**src/rtl/pll_reset_sequencer.sv**
```systemverilog
// Sequences PLL lock into staged system and CPU reset releases plus the
// 14 MHz / 7 MHz clock enables; PLL_RELOCK_REQ_EN adds a re-lock pulse on pll_rst.
module pll_reset_sequencer #(
   parameter int LOCK_CYCLES    = 1024,
   parameter int CPU_DELAY      = 256,
   parameter int TIMEOUT_CYCLES = 1048576
) (
   input  logic       clk,
   input  logic       rst_n,
   input  logic       pll_locked,
   output logic       pll_rst,
   output logic       sys_rst_n,
   output logic       cpu_rst_n,
   output logic       ce_14m,
   output logic       ce_7m,
   output logic       ce_7m_n,
   output logic [1:0] state
);

   typedef enum logic [1:0] {
      S_WAIT   = 2'd0,
      S_STABLE = 2'd1,
      S_SYS    = 2'd2,
      S_RUN    = 2'd3
   } state_t;

   localparam logic [15:0] LOCK_LAST  = 16'(LOCK_CYCLES - 1);
   localparam logic [15:0] DELAY_LAST = 16'(CPU_DELAY - 1);

   state_t      state_q;
   state_t      state_nx;
   logic [1:0]  sync_q;
   logic        locked_s;
   logic [15:0] lock_cnt;
   logic [15:0] lock_nx;
   logic [15:0] delay_cnt;
   logic [15:0] delay_nx;
   logic [2:0]  div_q;
   logic [2:0]  div_nx;
   logic        sys_nx;
   logic        cpu_nx;

   assign state    = state_q;
   assign locked_s = sync_q[1];

   // pll_locked is asynchronous to clk; only locked_s may be used downstream
   always_ff @(posedge clk or negedge rst_n) begin
      if (!rst_n) begin
         sync_q <= 2'b00;
      end else begin
         sync_q <= {sync_q[0], pll_locked};
      end
   end

   always_comb begin
      state_nx = state_q;
      lock_nx  = lock_cnt;
      delay_nx = delay_cnt;
      case (state_q)
         S_WAIT: begin
            if (locked_s) begin
               state_nx = S_STABLE;
               lock_nx  = 16'd0;
            end
         end
         S_STABLE: begin
            if (!locked_s) begin
               state_nx = S_WAIT;
            end else if (lock_cnt == LOCK_LAST) begin
               state_nx = S_SYS;
               delay_nx = 16'd0;
            end else begin
               lock_nx = lock_cnt + 16'd1;
            end
         end
         S_SYS: begin
            if (!locked_s) begin
               state_nx = S_WAIT;
            end else if (delay_cnt == DELAY_LAST) begin
               state_nx = S_RUN;
            end else begin
               delay_nx = delay_cnt + 16'd1;
            end
         end
         S_RUN: begin
            if (!locked_s) begin
               state_nx = S_WAIT;
            end
         end
         default: begin
            state_nx = S_WAIT;
         end
      endcase
   end

   // Resets and enables are registered from next-state values so they line up
   // with state and drop in the same cycle that lock loss is acted on.
   assign sys_nx = (state_nx == S_SYS) || (state_nx == S_RUN);
   assign cpu_nx = (state_nx == S_RUN);
   assign div_nx = (sys_nx && sys_rst_n) ? div_q + 3'd1 : 3'd0;

   always_ff @(posedge clk or negedge rst_n) begin
      if (!rst_n) begin
         state_q   <= S_WAIT;
         lock_cnt  <= 16'd0;
         delay_cnt <= 16'd0;
         sys_rst_n <= 1'b0;
         cpu_rst_n <= 1'b0;
         div_q     <= 3'd0;
         ce_14m    <= 1'b0;
         ce_7m     <= 1'b0;
         ce_7m_n   <= 1'b0;
      end else begin
         state_q   <= state_nx;
         lock_cnt  <= lock_nx;
         delay_cnt <= delay_nx;
         sys_rst_n <= sys_nx;
         cpu_rst_n <= cpu_nx;
         div_q     <= div_nx;
         ce_14m    <= sys_nx && (div_nx[1:0] == 2'd3);
         ce_7m     <= sys_nx && (div_nx == 3'd7);
         ce_7m_n   <= sys_nx && (div_nx == 3'd3);
      end
   end

`ifdef PLL_RELOCK_REQ_EN
   localparam int TW = (TIMEOUT_CYCLES > 1) ? $clog2(TIMEOUT_CYCLES) : 1;
   localparam logic [TW-1:0] TMO_LAST = TW'(TIMEOUT_CYCLES - 1);

   logic [TW-1:0] tmo_cnt;
   logic [3:0]    pulse_cnt;

   // Timeout runs only while staying in S_WAIT; a 16-cycle pll_rst pulse
   // follows each expiry, after which the timeout starts over.
   always_ff @(posedge clk or negedge rst_n) begin
      if (!rst_n) begin
         tmo_cnt   <= '0;
         pulse_cnt <= 4'd0;
         pll_rst   <= 1'b0;
      end else if ((state_q != S_WAIT) || (state_nx != S_WAIT)) begin
         tmo_cnt   <= '0;
         pulse_cnt <= 4'd0;
         pll_rst   <= 1'b0;
      end else if (pll_rst) begin
         if (pulse_cnt == 4'd15) begin
            pll_rst   <= 1'b0;
            pulse_cnt <= 4'd0;
            tmo_cnt   <= '0;
         end else begin
            pulse_cnt <= pulse_cnt + 4'd1;
         end
      end else if (tmo_cnt == TMO_LAST) begin
         pll_rst   <= 1'b1;
         pulse_cnt <= 4'd0;
         tmo_cnt   <= '0;
      end else begin
         tmo_cnt <= tmo_cnt + 1'b1;
      end
   end
`else
   // Always 0 for any legal TIMEOUT_CYCLES; no timeout logic is built.
   assign pll_rst = (TIMEOUT_CYCLES < 0);
`endif

endmodule

```
**config.mk**
```make
export PLATFORM = sky130hd
export DESIGN_NAME = pll_reset_sequencer
export DESIGN_NICKNAME = d
export VERILOG_FILES = /design/src/rtl/pll_reset_sequencer.sv
export SDC_FILE = /design/constraint.sdc
export NUM_CORES = 1
export LEC_CHECK = 0
export ABC_AREA = 1
export CORE_AREA = 10 10 78 80
export CTS_CLUSTER_DIAMETER = 80
export DETAILED_ROUTE_END_ITERATION = 6
export DIE_AREA = 0 0 88 90
export PLACE_DENSITY_LB_ADDON = 0.2
export REMOVE_ABC_BUFFERS = 1
export SETUP_SLACK_MARGIN = 0.02
export SLEW_MARGIN = 10
export SYNTH_ARGS = -nofsm -noshare
export SYNTH_HDL_FRONTEND = slang
export SYNTH_SLANG_ARGS = --single-unit
```
**constraint.sdc**
```tcl
create_clock -name clk -period 4.61 [get_ports clk]
set_clock_uncertainty 0.15 [all_clocks]
set_input_delay 0.6915 -clock clk [delete_from_list [all_inputs] [get_ports clk]]
set_output_delay 0.6915 -clock clk [all_outputs]
set_load 0.02 [all_outputs]
```
==> results of run 1 <==
-- synth_stat cells (2+ instances only) --
library cell / count / area [um^2]
nand2_1: 134 / 503.0
nand2_2: 8 / 50.05
o21ai_0: 18 / 90.09
buf_4: 5 / 37.54
inv_1: 26 / 97.59
nand2_4: 4 / 45.04
clkinv_2: 2 / 10.01
nor2_1: 55 / 206.5
nand3_1: 26 / 130.1
nor2_4: 3 / 33.78
inv_2: 2 / 7.510
ha_1: 3 / 37.54
nor2_2: 3 / 18.77
xor2_1: 4 / 35.03
dfrtp_1: 43 / 1076
xnor2_1: 2 / 17.52
o21bai_1: 6 / 45.04
or2_2: 2 / 12.51
nand4_1: 7 / 43.79
clkbuf_1: 2 / 7.510
nand3b_1: 2 / 15.01
-- registers in the layout, summed over array words and instances (netlist names) --
register and cells:
div_q 3, cpu_rst_n 1, ce_7m_n 1, sync_q 2, delay_cnt 16, state 2
ce_7m 1, ce_14m 1, lock_cnt 16
-- final cells by class --
type	count	share of cell area (%)
sequential	43	38.15
clock buffer	5	2.440
inverter	31	4.215
multi-input combinational	288	48.94
timing repair buffer	9	3.017
clock inverter	3	0.8429
tap	54	2.396
-- kinds of logic after synthesis --
family | share of synthesized area [%]
buffers and inverters | 6.834
and+or+nand+nor | 42.67
DFF | 40.82
xor gates and xnor gates | 1.993
AOI/OAI and AO/OA | 6.122
other | 0.1422
adders and majority gates | 1.424
-- per-layer routing --
layer  part of all wire [%]  wire [um]  GRT usage [%]
met2                     50       2510          23.36
met4                    1.2         61          3.989
met5                      0          0              0
met1                     47       2330          16.44
met3                    2.1        104          2.798
-- how the worst max path moves through the flow --
stage                                          end  cells after the start               start
after global placement                   sys_rst_n                      1  state[1]$_DFF_PN0_
after detailed placement                  state[1]                      1  state[1]$_DFF_PN0_
after CTS                                 state[1]                      1  state[1]$_DFF_PN0_
after floorplan           lock_cnt[10]$_DFFE_PN0P_                      5  state[1]$_DFF_PN0_
after global routing                      state[1]                      1  state[1]$_DFF_PN0_
final                                     state[1]                      1  state[1]$_DFF_PN0_
-- power breakdown --
part | total [mW] | internal [mW] | switching [mW] | leakage, nW
sequential | 0.385 | 0.381 | 0.00414 | 0.592
clock | 0.246 | 0.108 | 0.138 | 0.0408
combinational | 0.0292 | 0.00726 | 0.0219 | 0.574
total | 0.661 | 0.497 | 0.164 | 1.21
-- stage by stage --
step / area, um^2 / hold slack [ns] / setup slack [ns]
final: 2820 / 0.2035 / 2.190
after global routing: 2820 / 0.2125 / 2.109
after CTS: 2820 / 0.2046 / 2.163
after detailed placement: 2728 / 0.1847 / 2.507
after global placement: 2728 / 0.1835 / 2.535
after floorplan: 2575 / 0.1812 / 2.793
==> flow_summary_export.csv, run 1 <==
group,metric,value,unit
power_and_ir_drop,p_total,0.6610,mW
min_path,hold_class,"register to register",
floorplanning,die_w,88,um
global_routing,antenna_found_initial,0,
place,io_buffers,9,
run_status,run_status,"finished, final reports clean",
logic_synthesis,yosysWarnings,0,
sta,tightest_slew,0.9432,ns
cells_and_area,regArea,1076,um^2
setup_path,cp-end-kind,"output port",
sta,drv_slew,0,
logic_synthesis,synth_edf_count,0,
route,viasPerCell,5.058,
logic_synthesis,synthesis.area,2636,um^2
sta,tns,0,ns
clocking,clkTransAtPathRegs,0.09,ns
logic_synthesis,syn_area_per_cell,7.106,um^2
cells_and_area,drive_above_1_share,9.763,%
route,totalWireLength,5.006,mm
setup_path,cpMaxStageDelayCell,"clkdlybuf4s50_1",
clocking,cts_setup_buffers,0,
logic_synthesis,yosysSeqAreaShare,40.82,%
route,dr.pass1.iters,4,
logic_synthesis,ys_ff_latch,43,
clocking,cts_buffers,5,
logic_synthesis,async_flop_share,100.0,%
clocking,cts_resized,0,
floorplanning,core_area,4598,um^2
cells_and_area,final_cell_mix,"nand2_1 (134), nor2_1 (55), dfrtp_1 (43), nand3_1 (26), inv_1 (26)",
setup_path,critical_path_class,"register to output port",
sta,setup_viol,0,
logic_synthesis,ys.flop_type,"dfrtp_1",
cells_and_area,stdcell_count,433,
place,routabilityCongestion,0.8395,
setup_path,r2r_start,"lock_cnt[0]$_DFFE_PN0P_",
route,final_antenna_net_count,0,
place,place_hpwl,3.627,mm
global_routing,grt_pass1_vias,2099,
clocking,cts_root_buf,"clkbuf_8",
floorplanning,die_area,7920,um^2
route,drt_iter0_drc,87,
clocking,cts_hold_buffers,0,
route,routed-via-count,2190,
logic_synthesis,syn_inst,371,
clocking,clock_latency,0.30,ns
cells_and_area,fin_util,61.33,%
clocking,cts.sinks,43,
clocking,cts_tree,"built",
route,drc_errors,0,
sta,final.min_clock_period,2.420,ns
cells_and_area,nets,384,
min_path,min_delay_path_depth,0,
place,placed_cells,425,
floorplanning,num_rows,25,
cells_and_area,diodes,0,
setup_path,r2r_slack,2.50,ns
setup_path,path_cells,"clkdlybuf4s50_1",
sta,hold_viol_final,0,
power_and_ir_drop,p_leak,1.207,nW
power_and_ir_drop,ir_worst_vdd,115.8,uV
setup_path,worst-path-buf-inv,1,
clocking,cts_buffer_depth,2,
global_routing,overflow,0,
sta,period_share,52.49,%
setup_path,r2r_end,"lock_cnt[5]$_DFFE_PN0P_",
run,drv_cap,0,
clocking,htreeDepth,2,
sta,fmax,413.2,MHz
power_and_ir_drop,p_per_area,234.4,nW/um^2
setup_path,critical_path_peak_fanout,6,
global_routing,grt_max_degree,44,
cells_and_area,synthToLayoutAreaGrowth,6.977,%
setup_path,critPathArrivalTime,1.58,ns
setup_path,cp.required,3.77,ns
logic_synthesis,ys_types,35,
floorplanning,fp.dieH,90,um
setup_path,slowest_delay,0.69,ns
min_path,hold_end,"sync_q[1]$_DFF_PN0_",
cells_and_area,final_common_cell,"nand2_1",
sta,relSlewSlack,37.12,%
min_path,holdCritStartpoint,"sync_q[0]$_DFF_PN0_",
setup_path,r2r_cells,8,
floorplanning,start_util,57.33,%
cells_and_area,multi_input_area,1380,um^2
setup_path,path_delay_family,"buffers and inverters",
global_routing,grt_pass1_wl,9.114,mm
setup_path,start_kind,"register",
global_routing,gr-usage-all-layers,13.63,%
sta,rsz0062_at_grt,"false",
route,wl_per_cell,11.56,um
cells_and_area,fillers,452,
floorplanning,pin_count,11,
Note: power is estimated with default switching activity, not from simulation.
==> run 2, diff against run 1 <==
Clock period 4.61 ns to 2.25 ns, I/O delays scaled along.
==> flow_summary_export.csv, run 2 (synthesis gave the netlist of run 1 again) <==
group,metric,value,unit
route,final_antenna_net_count,0,
sta,relSlewSlack,57.00,%
clocking,cts_root_buf,"clkbuf_8",
setup_path,critical_path_peak_fanout,6,
setup_path,cp.required,1.76,ns
setup_path,slowest_delay,0.69,ns
run_status,run_status,"finished, final reports clean",
floorplanning,die_area,7920,um^2
setup_path,cpMaxStageDelayCell,"clkdlybuf4s50_1",
setup_path,worst-path-buf-inv,1,
route,totalWireLength,5.149,mm
run,drv_cap,0,
sta,rsz0062_at_grt,"false",
clocking,cts_tree,"built",
global_routing,grt_pass1_vias,2105,
cells_and_area,biggestRegsByFlops,"delay_cnt (16), lock_cnt (16), div_q (3)",
floorplanning,fp.dieH,90,um
global_routing,antenna_found_initial,0,
sta,setup_viol,0,
min_path,holdCritStartpoint,"sync_q[0]$_DFF_PN0_",
route,dr.pass1.iters,4,
sta,hold_viol_final,0,
floorplanning,pin_count,11,
route,routed-via-count,2233,
place,placedInstanceArea,2763,um^2
setup_path,r2r_start,"delay_cnt[0]$_DFFE_PN0P_",
clocking,clock_latency,0.31,ns
cells_and_area,final_cell_mix,"nand2_1 (134), nor2_1 (55), dfrtp_1 (43), nand3_1 (26), inv_1 (26)",
sta,final.min_clock_period,2.053,ns
floorplanning,die_w,88,um
place,place_ws,0.3380,ns
sta,holdWs,0.2066,ns
sta,tns,0,ns
clocking,cts.sinks,43,
sta,layout_setup_ws,0.1973,ns
setup_path,critPathArrivalTime,1.57,ns
global_routing,gr-usage-all-layers,14.03,%
global_routing,grt_pass1_wl,9.349,mm
place,routabilityCongestion,0.8330,
place,placed_cells,428,
sta,period_share,91.23,%
setup_path,path_cells,"clkdlybuf4s50_1",
power_and_ir_drop,ir_worst_vdd,299.5,uV
cells_and_area,synthToLayoutAreaGrowth,9.445,%
route,viasPerCell,5.110,
clocking,cts_buffers,5,
cells_and_area,stdcell_count,437,
clocking,htreeDepth,2,
min_path,hold_class,"register to register",
floorplanning,num_rows,25,
power_and_ir_drop,p_per_area,509.9,nW/um^2
cells_and_area,fin_area,2885,um^2
power_and_ir_drop,p_leak,1.248,nW
cells_and_area,final_common_cell,"nand2_1",
cells_and_area,drive_above_1_share,10.44,%
setup_path,worstSetupStartpoint,"state[1]$_DFF_PN0_",
sta,drv_slew,0,
sta,fmax,487.2,MHz
cells_and_area,nets,388,
global_routing,grt_max_degree,33,
floorplanning,core_area,4598,um^2
clocking,cts_buffer_depth,2,
place,place_hpwl,3.698,mm
cells_and_area,diodes,0,
setup_path,critical_path_class,"register to output port",
floorplanning,start_util,57.33,%
route,drc_errors,0,
setup_path,path_delay_family,"buffers and inverters",
place,io_buffers,9,
route,wl_per_cell,11.78,um
route,drt_iter0_drc,111,
global_routing,overflow,0,
sta,tightest_slew,0.6401,ns
clocking,clkTransAtPathRegs,0.09,ns
clocking,cts_resized,0,
setup_path,cp-end-kind,"output port",
setup_path,start_kind,"register",
run 2: cell count changes in the layout (fill, tap and decap cells not counted), sizes merged:
cell	delta
buf	+3
bufinv	+1
clkinv	+2
clkinvlp	-2
dlygate4sd3	+1
inv	-1
run 2: power breakdown:
| part | total [mW] | internal (mW) | switching (mW) |
|---|---|---|---|
| clock network | 0.615 | 0.331 | 0.284 |
| registers | 0.789 | 0.781 | 0.00805 |
| logic | 0.0674 | 0.0208 | 0.0466 |
run 2: area by class of cell:
class | instances | area, um^2
repair buffers | 13 | 130.1
flip-flops and latches | 43 | 1076
fillers | 424 | 1713
multi-input cells | 288 | 1380
clock buffers | 5 | 68.82
well taps | 54 | 67.56
inverters | 31 | 118.9
clock inverters | 3 | 43.79
run 2: through the flow:
stage | power (mW) | util (%)
floorplan | 0.8373 | -
global placement | 0.8707 | 60.08
detailed placement | 0.8723 | 60.08
CTS | 1.495 | 62.75
global route | 1.534 | 62.75
finish | 1.471 | 62.75
run 2: path summary, 6_finish.rpt:
| check | cells after the start | slack, ns | endpoint |
|---|---|---|---|
| max | 1 | 0.20 | sys_rst_n |
| min | 0 | 0.21 | sync_q[1]$_DFF_PN0_ |
| max reg2reg | 11 | 0.33 | delay_cnt[15]$_DFFE_PN0P_ |
| min reg2reg | 0 | 0.21 | sync_q[1]$_DFF_PN0_ |
| max in group asynchronous | 3 | 1.05 | delay_cnt[2]$_DFFE_PN0P_ |
| min in group asynchronous | 2 | 0.39 | lock_cnt[3]$_DFFE_PN0P_ |
run 2: what timing repair did:
action / 4_1_cts / 5_1_grt
buffers inserted: 0 / 0
endpoints found under the hold margin: 21 / 0
hold buffers: 1 / 0
run 2: layer usage:
| layer | routed length [um] | global-route usage [%] |
|---|---|---|
| met1 | 2345 | 17.16 |
| met2 | 2562 | 22.88 |
| met3 | 152 | 3.339 |
| met4 | 89 | 5.452 |
| met5 | 0 | 0 |
